<file path="src/rtl/noc_pkg.sv">
// noc_pkg
// Shared types for the network-interface injection path: the flit width,
// the buffered flit entry (tail marker plus payload) and the packet-tracking
// state used by the credit injector.
package noc_pkg;

  localparam int FLIT_W = 16;

  // One buffered flit: the tail marker travels with the payload so the send
  // side knows when a packet ends without any extra sideband state.
  typedef struct packed {
    logic              last;
    logic [FLIT_W-1:0] data;
  } flit_t;

  typedef enum logic {
    PKT_IDLE,
    PKT_BODY
  } pkt_state_t;

endpackage

</file>
<file path="src/rtl/noc_tx_fifo.sv">
// noc_tx_fifo
// Synchronous FIFO of flit_t entries sitting between the host handshake and
// the credit-gated send logic.
// Ports:
//   i_clk    clock, all logic on posedge
//   i_rstN   synchronous active-low reset, empties the FIFO
//   i_push   write i_data this edge (ignored when full)
//   i_data   flit to write
//   i_pop    drop the head entry this edge (ignored when empty)
//   o_full   no free entry
//   o_empty  no valid entry
//   o_head   oldest entry, valid whenever o_empty is 0
module noc_tx_fifo
  import noc_pkg::*;
#(
  parameter int DEPTH = 8
) (
  input  logic  i_clk,
  input  logic  i_rstN,
  input  logic  i_push,
  input  flit_t i_data,
  input  logic  i_pop,
  output logic  o_full,
  output logic  o_empty,
  output flit_t o_head
);

  localparam int AW = $clog2(DEPTH);

  flit_t          r_mem [DEPTH];
  logic  [AW:0]   r_wrPtr;
  logic  [AW:0]   r_rdPtr;
  logic           w_doPush;
  logic           w_doPop;

  // Pointers carry one extra wrap bit so full and empty are distinguishable
  // when the index bits match.
  assign o_empty  = (r_wrPtr == r_rdPtr);
  assign o_full   = (r_wrPtr[AW] != r_rdPtr[AW]) &&
                    (r_wrPtr[AW-1:0] == r_rdPtr[AW-1:0]);
  assign w_doPush = i_push && !o_full;
  assign w_doPop  = i_pop && !o_empty;
  assign o_head   = r_mem[r_rdPtr[AW-1:0]];

  // Pointer update; a simultaneous push and pop advances both, leaving
  // occupancy unchanged.
  always_ff @(posedge i_clk) begin
    if (!i_rstN) begin
      r_wrPtr <= '0;
      r_rdPtr <= '0;
    end else begin
      if (w_doPush) r_wrPtr <= r_wrPtr + (AW+1)'(1);
      if (w_doPop)  r_rdPtr <= r_rdPtr + (AW+1)'(1);
    end
  end

  // Storage needs no reset: entries are only read once the pointers say so.
  always_ff @(posedge i_clk) begin
    if (w_doPush) r_mem[r_wrPtr[AW-1:0]] <= i_data;
  end

endmodule

</file>
<file path="src/rtl/noc_credit_tx.sv">
// noc_credit_tx
// Credit-based flit injector for one router input port. Host flits are
// buffered locally and forwarded to the router only while a free router
// buffer slot (credit) is known to exist.
// Ports:
//   clk          clock, all logic on posedge
//   rst          synchronous active-low reset
//   host_valid   host offers a flit
//   host_data    host flit payload
//   host_last    flit is the packet tail
//   host_ready   flit can be taken this cycle (0 while full or in reset)
//   valid_o      flit valid toward router valid_i
//   data_o       flit toward router data_i, holds when valid_o is 0
//   credit_i     one-cycle credit return from router credit_o
//   credits_o    current credit count
//   pkt_sent_o   pulse in the cycle valid_o shows a tail flit
//   err_o        sticky credit-overflow error
module noc_credit_tx
  import noc_pkg::*;
#(
  parameter int CREDITS    = 4,
  parameter int FIFO_DEPTH = 8
) (
  input  logic                         clk,
  input  logic                         rst,
  input  logic                         host_valid,
  input  logic [FLIT_W-1:0]            host_data,
  input  logic                         host_last,
  output logic                         host_ready,
  output logic                         valid_o,
  output logic [FLIT_W-1:0]            data_o,
  input  logic                         credit_i,
  output logic [$clog2(CREDITS+1)-1:0] credits_o,
  output logic                         pkt_sent_o,
  output logic                         err_o
);

  localparam int            CW          = $clog2(CREDITS+1);
  localparam logic [CW-1:0] MAX_CREDITS = CW'(CREDITS);

  logic              w_full;
  logic              w_empty;
  flit_t             w_head;
  flit_t             w_hostFlit;
  logic              w_push;
  logic              w_send;
  logic              w_tailSent;
  logic              w_overflow;
  logic [CW-1:0]     w_nextCredits;
  pkt_state_t        r_state;
  pkt_state_t        w_nextState;
  logic [CW-1:0]     r_credits;
  logic              r_valid;
  logic [FLIT_W-1:0] r_data;
  logic              r_pktSent;
  logic              r_err;

  // host_ready is held low during reset so nothing is taken into a FIFO
  // that is being cleared.
  assign host_ready = rst && !w_full;
  assign w_push     = host_valid && host_ready;
  assign w_hostFlit = '{last: host_last, data: host_data};

  // A send needs both a buffered flit and a known free router slot.
  assign w_send = !w_empty && (r_credits != '0);

  noc_tx_fifo #(
    .DEPTH (FIFO_DEPTH)
  ) u_fifo (
    .i_clk   (clk),
    .i_rstN  (rst),
    .i_push  (w_push),
    .i_data  (w_hostFlit),
    .i_pop   (w_send),
    .o_full  (w_full),
    .o_empty (w_empty),
    .o_head  (w_head)
  );

  // Credit arithmetic: a return and a send in the same cycle cancel. A
  // return with the count already at maximum means the router handed back
  // a slot it never had; the count saturates and the error is flagged.
  always_comb begin
    w_nextCredits = r_credits;
    w_overflow    = 1'b0;
    case ({credit_i, w_send})
      2'b10: begin
        if (r_credits == MAX_CREDITS) w_overflow = 1'b1;
        else                          w_nextCredits = r_credits + CW'(1);
      end
      2'b01:   w_nextCredits = r_credits - CW'(1);
      default: w_nextCredits = r_credits;
    endcase
  end

  // Credit counter and sticky error register.
  always_ff @(posedge clk) begin
    if (!rst) begin
      r_credits <= MAX_CREDITS;
      r_err     <= 1'b0;
    end else begin
      r_credits <= w_nextCredits;
      if (w_overflow) r_err <= 1'b1;
    end
  end

  // Packet FSM state register.
  always_ff @(posedge clk) begin
    if (!rst) r_state <= PKT_IDLE;
    else      r_state <= w_nextState;
  end

  // Packet FSM next state: a single-flit packet (tail sent from IDLE)
  // never enters BODY. Every tail send raises the packet-sent pulse.
  always_comb begin
    w_nextState = r_state;
    w_tailSent  = 1'b0;
    case (r_state)
      PKT_IDLE: begin
        if (w_send && !w_head.last) w_nextState = PKT_BODY;
      end
      PKT_BODY: begin
        if (w_send && w_head.last) w_nextState = PKT_IDLE;
      end
      default: w_nextState = PKT_IDLE;
    endcase
    if (w_send && w_head.last) w_tailSent = 1'b1;
  end

  // Router-side output registers; data holds its last value between sends.
  always_ff @(posedge clk) begin
    if (!rst) begin
      r_valid   <= 1'b0;
      r_data    <= '0;
      r_pktSent <= 1'b0;
    end else begin
      r_valid   <= w_send;
      r_pktSent <= w_tailSent;
      if (w_send) r_data <= w_head.data;
    end
  end

  assign valid_o    = r_valid;
  assign data_o     = r_data;
  assign pkt_sent_o = r_pktSent;
  assign credits_o  = r_credits;
  assign err_o      = r_err;

endmodule

</file>
<file path="config.mk">
export PLATFORM = sky130hd
export DESIGN_NAME = noc_credit_tx
export DESIGN_NICKNAME = d
export VERILOG_FILES = /design/src/rtl/noc_pkg.sv /design/src/rtl/noc_tx_fifo.sv /design/src/rtl/noc_credit_tx.sv
export SDC_FILE = /design/constraint.sdc
export NUM_CORES = 1
export LEC_CHECK = 0
export BUFFER_PORTS_ARGS = -buffer_cell sky130_fd_sc_hd__buf_2
export CORE_AREA = 2 2 168 104
export CTS_CLUSTER_SIZE = 16
export DETAILED_ROUTE_END_ITERATION = 8
export DIE_AREA = 0 0 170 106
export PLACE_DENSITY = 0.63
export SLEW_MARGIN = 20
export SYNTH_ARGS = -nofsm -noshare
export SYNTH_HDL_FRONTEND = slang
export SYNTH_SLANG_ARGS = --single-unit
</file>
<file path="constraint.sdc">
create_clock -name clk -period 6.31 [get_ports clk]
set_input_delay 0.631 -clock clk [delete_from_list [all_inputs] [get_ports clk]]
set_output_delay 0.631 -clock clk [all_outputs]
set_load 0.02 [all_outputs]
</file>
* After elaboration in Yosys (flattened, before gate mapping) *
Memory sizes are Yosys's and may differ from the RTL's. A register that Yosys moved wholly into a read port is not among the register bits.
Cells that the tools add are included.

word-level totals
  flip-flop bits (word level) = 30
  bits in latches = 0
  bits in writable memories = 136
  ROM bits = 0
  input bits = 21
  output and inout port bits = 23
  logic and storage cells = 40
  memories kept = 1

operators by class
  $add $sub $neg = 4
  multiply operators = 0
  div/mod/pow operators = 0
  order comparisons = 0
  equality and inequality tests = 7
  shifts and indexed selects = 0
  multiplexer cells = 9
  bitwise gates (word level) = 0
  reductions and logical operators = 12

memory list
  name          depth  width  rd ports  clocked after memory_dff  wr ports  line               text
  u_fifo.r_mem  8      17     1         1                         1         noc_tx_fifo.sv:30  flit_t r_mem [DEPTH];

operators by type and width
  operator                                             count
  two-way mux 3 bit                                    3
  adder 4 x 1 -> 4 bit, second input constant          2
  logical AND 1 bit                                    7
  one-hot mux 3 bit (2 select lines)                   1
  two-way mux 1 bit                                    5
  equality test 4 bit                                  1
  adder 3 x 1 -> 3 bit, second input constant          1
  equality test 3 bit                                  1
  equality test 3 bit, second input constant           1
  nonzero test 3 bit                                   1
  subtractor 3 x 1 -> 3 bit, second input constant     1
  equality test 2 x 1 -> 1 bit, second input constant  1
  equality test 2 bit, second input constant           1
  zero test 1 bit                                      2
  inequality test 2 bit, second input constant         1
  AND reduction 2 bit                                  1
  nonzero test 2 bit                                   1
  inequality test 1 bit                                1

* Logic depth before layout (Yosys ltp) *
  depth after elaboration = 8
  mapped depth = 10
  depth with buffers taken out = 7

* Hierarchy *
A second synthesis with hierarchy kept.

second synthesis, totals
  cells, all modules = 390
  area total of the unflattened synthesis = 6993.0 um2

by module, submodules not included
  module         instances  cells an instance  area an instance (um2)  seq. area each (um2)
  noc_tx_fifo    1          280                5979.5                  4304.1
  noc_credit_tx  1          110                1013.5                  440.4

* Worst setup path after synthesis *
No wires, ideal clock.

  path type = input to register
  from = input port rst
  to = memory u_fifo.r_mem[0][0] (netlist bit), enable pin
  setup time = 0.413 ns
  arrival = 2.636 ns
  data required time = 5.897 ns
  path slack = 3.261 ns
  stages = 5
  path buffers = 1
  path through = clkbuf_1 -> nand2_1 -> a41oi_2 -> nand2b_1 -> nor3_1

between the ends
  longest elaborated chain between the ends = 5

RTL lines
  item                                     line                 text
  from (decl)                              noc_credit_tx.sv:25  input logic rst,
  logical AND 1 bit                        noc_credit_tx.sv:60  assign host_ready = rst && !w_full;
  logical AND 1 bit                        noc_credit_tx.sv:61  assign w_push = host_valid && host_ready;
  logical AND 1 bit                        noc_tx_fifo.sv:41    assign w_doPush = i_push && !o_full;
  two-way mux 1 bit                        noc_tx_fifo.sv:59    if (w_doPush) r_mem[r_wrPtr[AW-1:0]] <= i_data;
  two-way mux 1 bit (implied by the code)  noc_tx_fifo.sv:59
  to (decl)                                noc_tx_fifo.sv:30

Every way passes these cells.

* Worst setup path after layout *
  from = input port rst
  to = memory u_fifo.r_mem[0][1] (netlist bit), enable pin

The elaborated chain is that of the path after synthesis.

==> results.md <==
* Leakage at 2.53 nW
* GR Overflow Total at 0
* Final Max Tran Viols at 0
* Cells after Synth at 355
* CTS Buf Count at 17
* Share of layout cells above drive strength 1 at 0.305
* Compound-Gate Fraction of Synth Area at 0.0411
* Critical path origin: rst
* CP endpoint kind: register
* DIE AREA at 18000 sq um
* Area after DPL at 6990 sq um
* Largest area contributor in the netlist: edfxtp_1
* Mapped Avg Cell Area at 18.4 sq um
* Final setup viols at 0
* Ys async rst share at 0
* Vias in the first global route at 3327
* Top cell type's share of synthesized area at 0.626
* Post-synth EDFFs at 136
* Final ANT Viol Nets at 0
* CTS Sinks at 169
* Post-CTS Setup Inserts at 0
* Vias per inst at 5.19
* Fraction of the yosys area taken by sequential cells at 0.728
* Cell depth of the worst setup path at 6
* Synth warn at 0
* Final wirelength at 12600 microns
* Worst slew pin tran at 888 ps
* Total power at between 0.003 and 0.004 W
* Reg2reg setup slack at 3770 ps
* CP max FO at 29
* CP top delay family: simple AND/OR/NAND/NOR gates
* Number of port buffers at 43
* CTS Buffer Depth at 2
* Yosys reg bits at approximately 170
* Avg WL per Cell at 19.9 microns
* Setup CP Type: input port to register
* # fillers at 1430
* Finished Layout Cells at 634
* Top_reg_cell synth: edfxtp_1
* Arrival @ worst endpoint at between 2000 and 3000 ps
* Fmax at 392 MHz
* Synth cell types at 38
* Worst r2r dst: u_fifo.r_mem[0][1]
* Via count at 3289
* Slowest CP cell: nor3_2
* Final setup TNS at 0 ps
* Largest cells by area after synthesis: edfxtp_1 (63%), mux4_2 (12%), dfxtp_1 (10%), mux2i_1 (3.7%), o21ai_0 (1.4%)
* Worst setup margin at roughly 3800 ps
* Worst skew pair latency at 420 ps
* Max VDD drop at 0.000181 V
* Clk root buf: clkbuf_16
* Initial antenna violation count at 0
* Final GP Congestion at 0.723
* Number of DRC markers in iteration 0 at around 240
* IO Pins at 44
* Mapped Nets at 379
* Die X-Extent at ~170 microns
* Slew headroom at 0.408
* PwrDens at 398 nW/um^2
* Xor and xnor area share after synthesis at 0.0155
* Worst path bufs/invs at 2
* Worst Path Required at 6420 ps
* H-tree depth at 4
* Mux cell area share after synthesis at 0.154
* Dpl hpwl at 7780 microns
* Core area at about 17000 sq um
* Reg clk slew, reported paths at ~70 ps
* Drt pass-1 iters at 6
* Hold Crit Class: register to register
* Synth-to-Final Area Change at 16.3%
* RSZ-0062 raised after global routing: no
* First-pass GRT wire length at just under 20000 microns
* Largest family of logic cells by synthesized area: multiplexers
* Largest net degree at the start of global routing at 40
* Most common cell after layout, fill and taps aside: edfxtp_1
* Worst r2r path cells at 5
* CTS tree: done
* Critical Path Max Stage Delay at between 500 and 600 ps
* ANT cells at 0
* Final hold viol count at 0
* Period minus WS final at about 2600 ps
* Pre-CTS setup slack at 3340 ps
* Tcrit/Tclk final at 0.404
* GRT Util Overall at 0.150
* Final Cell Area at 7580 sq um
* Placed cells at 602
* CP cell instances: buf_2 -> nand2_1 -> a41oi_2 -> nand2b_1 -> nor3_2 -> buf_4
* Synthesized area at 6520 sq um
* CTS Hold Bufs at 0
* Status: finished clean
* Starting density of the core at 0.391
* Worst Setup EP: u_fifo.r_mem[0][1]
* RR Startpoint: u_fifo.r_wrPtr[0]
* CP Launch Type: input port
* Worst Skew at roughly 11 ps
* Die height at approximately 110 microns
* Max-cap violations at 0
* Nets at approximately 430
* Adder-Cell Fraction of Synth Area at 0.00691
* DRC at 0
* Most frequent cells in the layout: edfxtp_1 (136), buf_2 (43), mux4_2 (34)
* Row cnt at 37
* Worst hold stages at 1
* Synth Area in Simple Gates at 0.0336
* Post-CTS sizing at 0
==> state kept, by name, indices dropped and copies added, names as in the netlist, named ones only <==
register / count
u_fifo.r_mem: 136
pkt_sent_o: 1
credits_o: 3
u_fifo.r_rdPtr: 4
u_fifo.r_wrPtr: 4
err_o: 1
data_o: 16
valid_o: 1
==> synthesized netlist by cell type, drive strengths merged, types with 3 or more instances <==
cell type	n
a41oi	3
xnor2	7
edfxtp	136
dfxtp	33
buf	16
o21ai	18
nand2b	6
mux2i	24
clkbuf	5
mux4	34
inv	4
nor3	4
a21oi	16
nor2	12
nand2	14
==> how the worst min path moves through the flow <==
stage	startpoint	end
floorplan	u_fifo.r_wrPtr[3]	u_fifo.r_wrPtr[3]
global placement	err_o	err_o
detailed placement	err_o	err_o
CTS	err_o	err_o
global route	err_o	err_o
finish	err_o	err_o
==> power breakdown <==
part	internal (W)	switching, W
clock	0.000607	0.000429
sequential	0.00128	0.0000572
combinational	0.000271	0.000371
==> final cells by class <==
cell class | count | area [sq um] | area share
sequential | 169 | 4750 | 0.626
clock buffer | 19 | 453 | 0.0597
timing repair buffer | 54 | 298 | 0.0393
clock inverter | 13 | 141 | 0.0186
tap | 214 | 268 | 0.0353
multi-input combinational | 160 | 1660 | 0.219
inverter | 5 | 18.8 | 0.00247
==> metrics by stage <==
| step | hold WS, ps | utilization |
|---|---|---|
| 2_1_floorplan | 471 | - |
| 3_3_place_gp | 448 | 0.419 |
| 3_5_place_dp | 448 | 0.419 |
| 5_1_grt | 480 | 0.455 |
| 4_1_cts | 464 | 0.455 |
| 6_report | 460 | 0.455 |
==> worst register-to-register path, delay by kind of cell (launching register included) <==
kind	cells	cell delay, ps
AO/OA/AOI/OAI	1	350
flip-flops	1	570
AND/OR/NAND/NOR	2	770
buffers and inverters	1	350
XOR/XNOR	1	180
==> layer usage <==
metal / track usage / vias to the layer above / wire length, microns
li1: - / 1510 / -
met1: 0.217 / 1684 / 6170
met2: 0.219 / 90 / 5600
met3: 0.0462 / 5 / 802
met4: 0.0421 / 0 / 44
met5: 0 / - / 0
==> logic make-up after synthesis <==
group | Yosys count
compound gates | 44
xor+xnor | 9
fa+ha+maj | 3
buf+inv | 26
flops | 169
mux | 58
simple gates | 46
(Power assumes the default switching activity.)
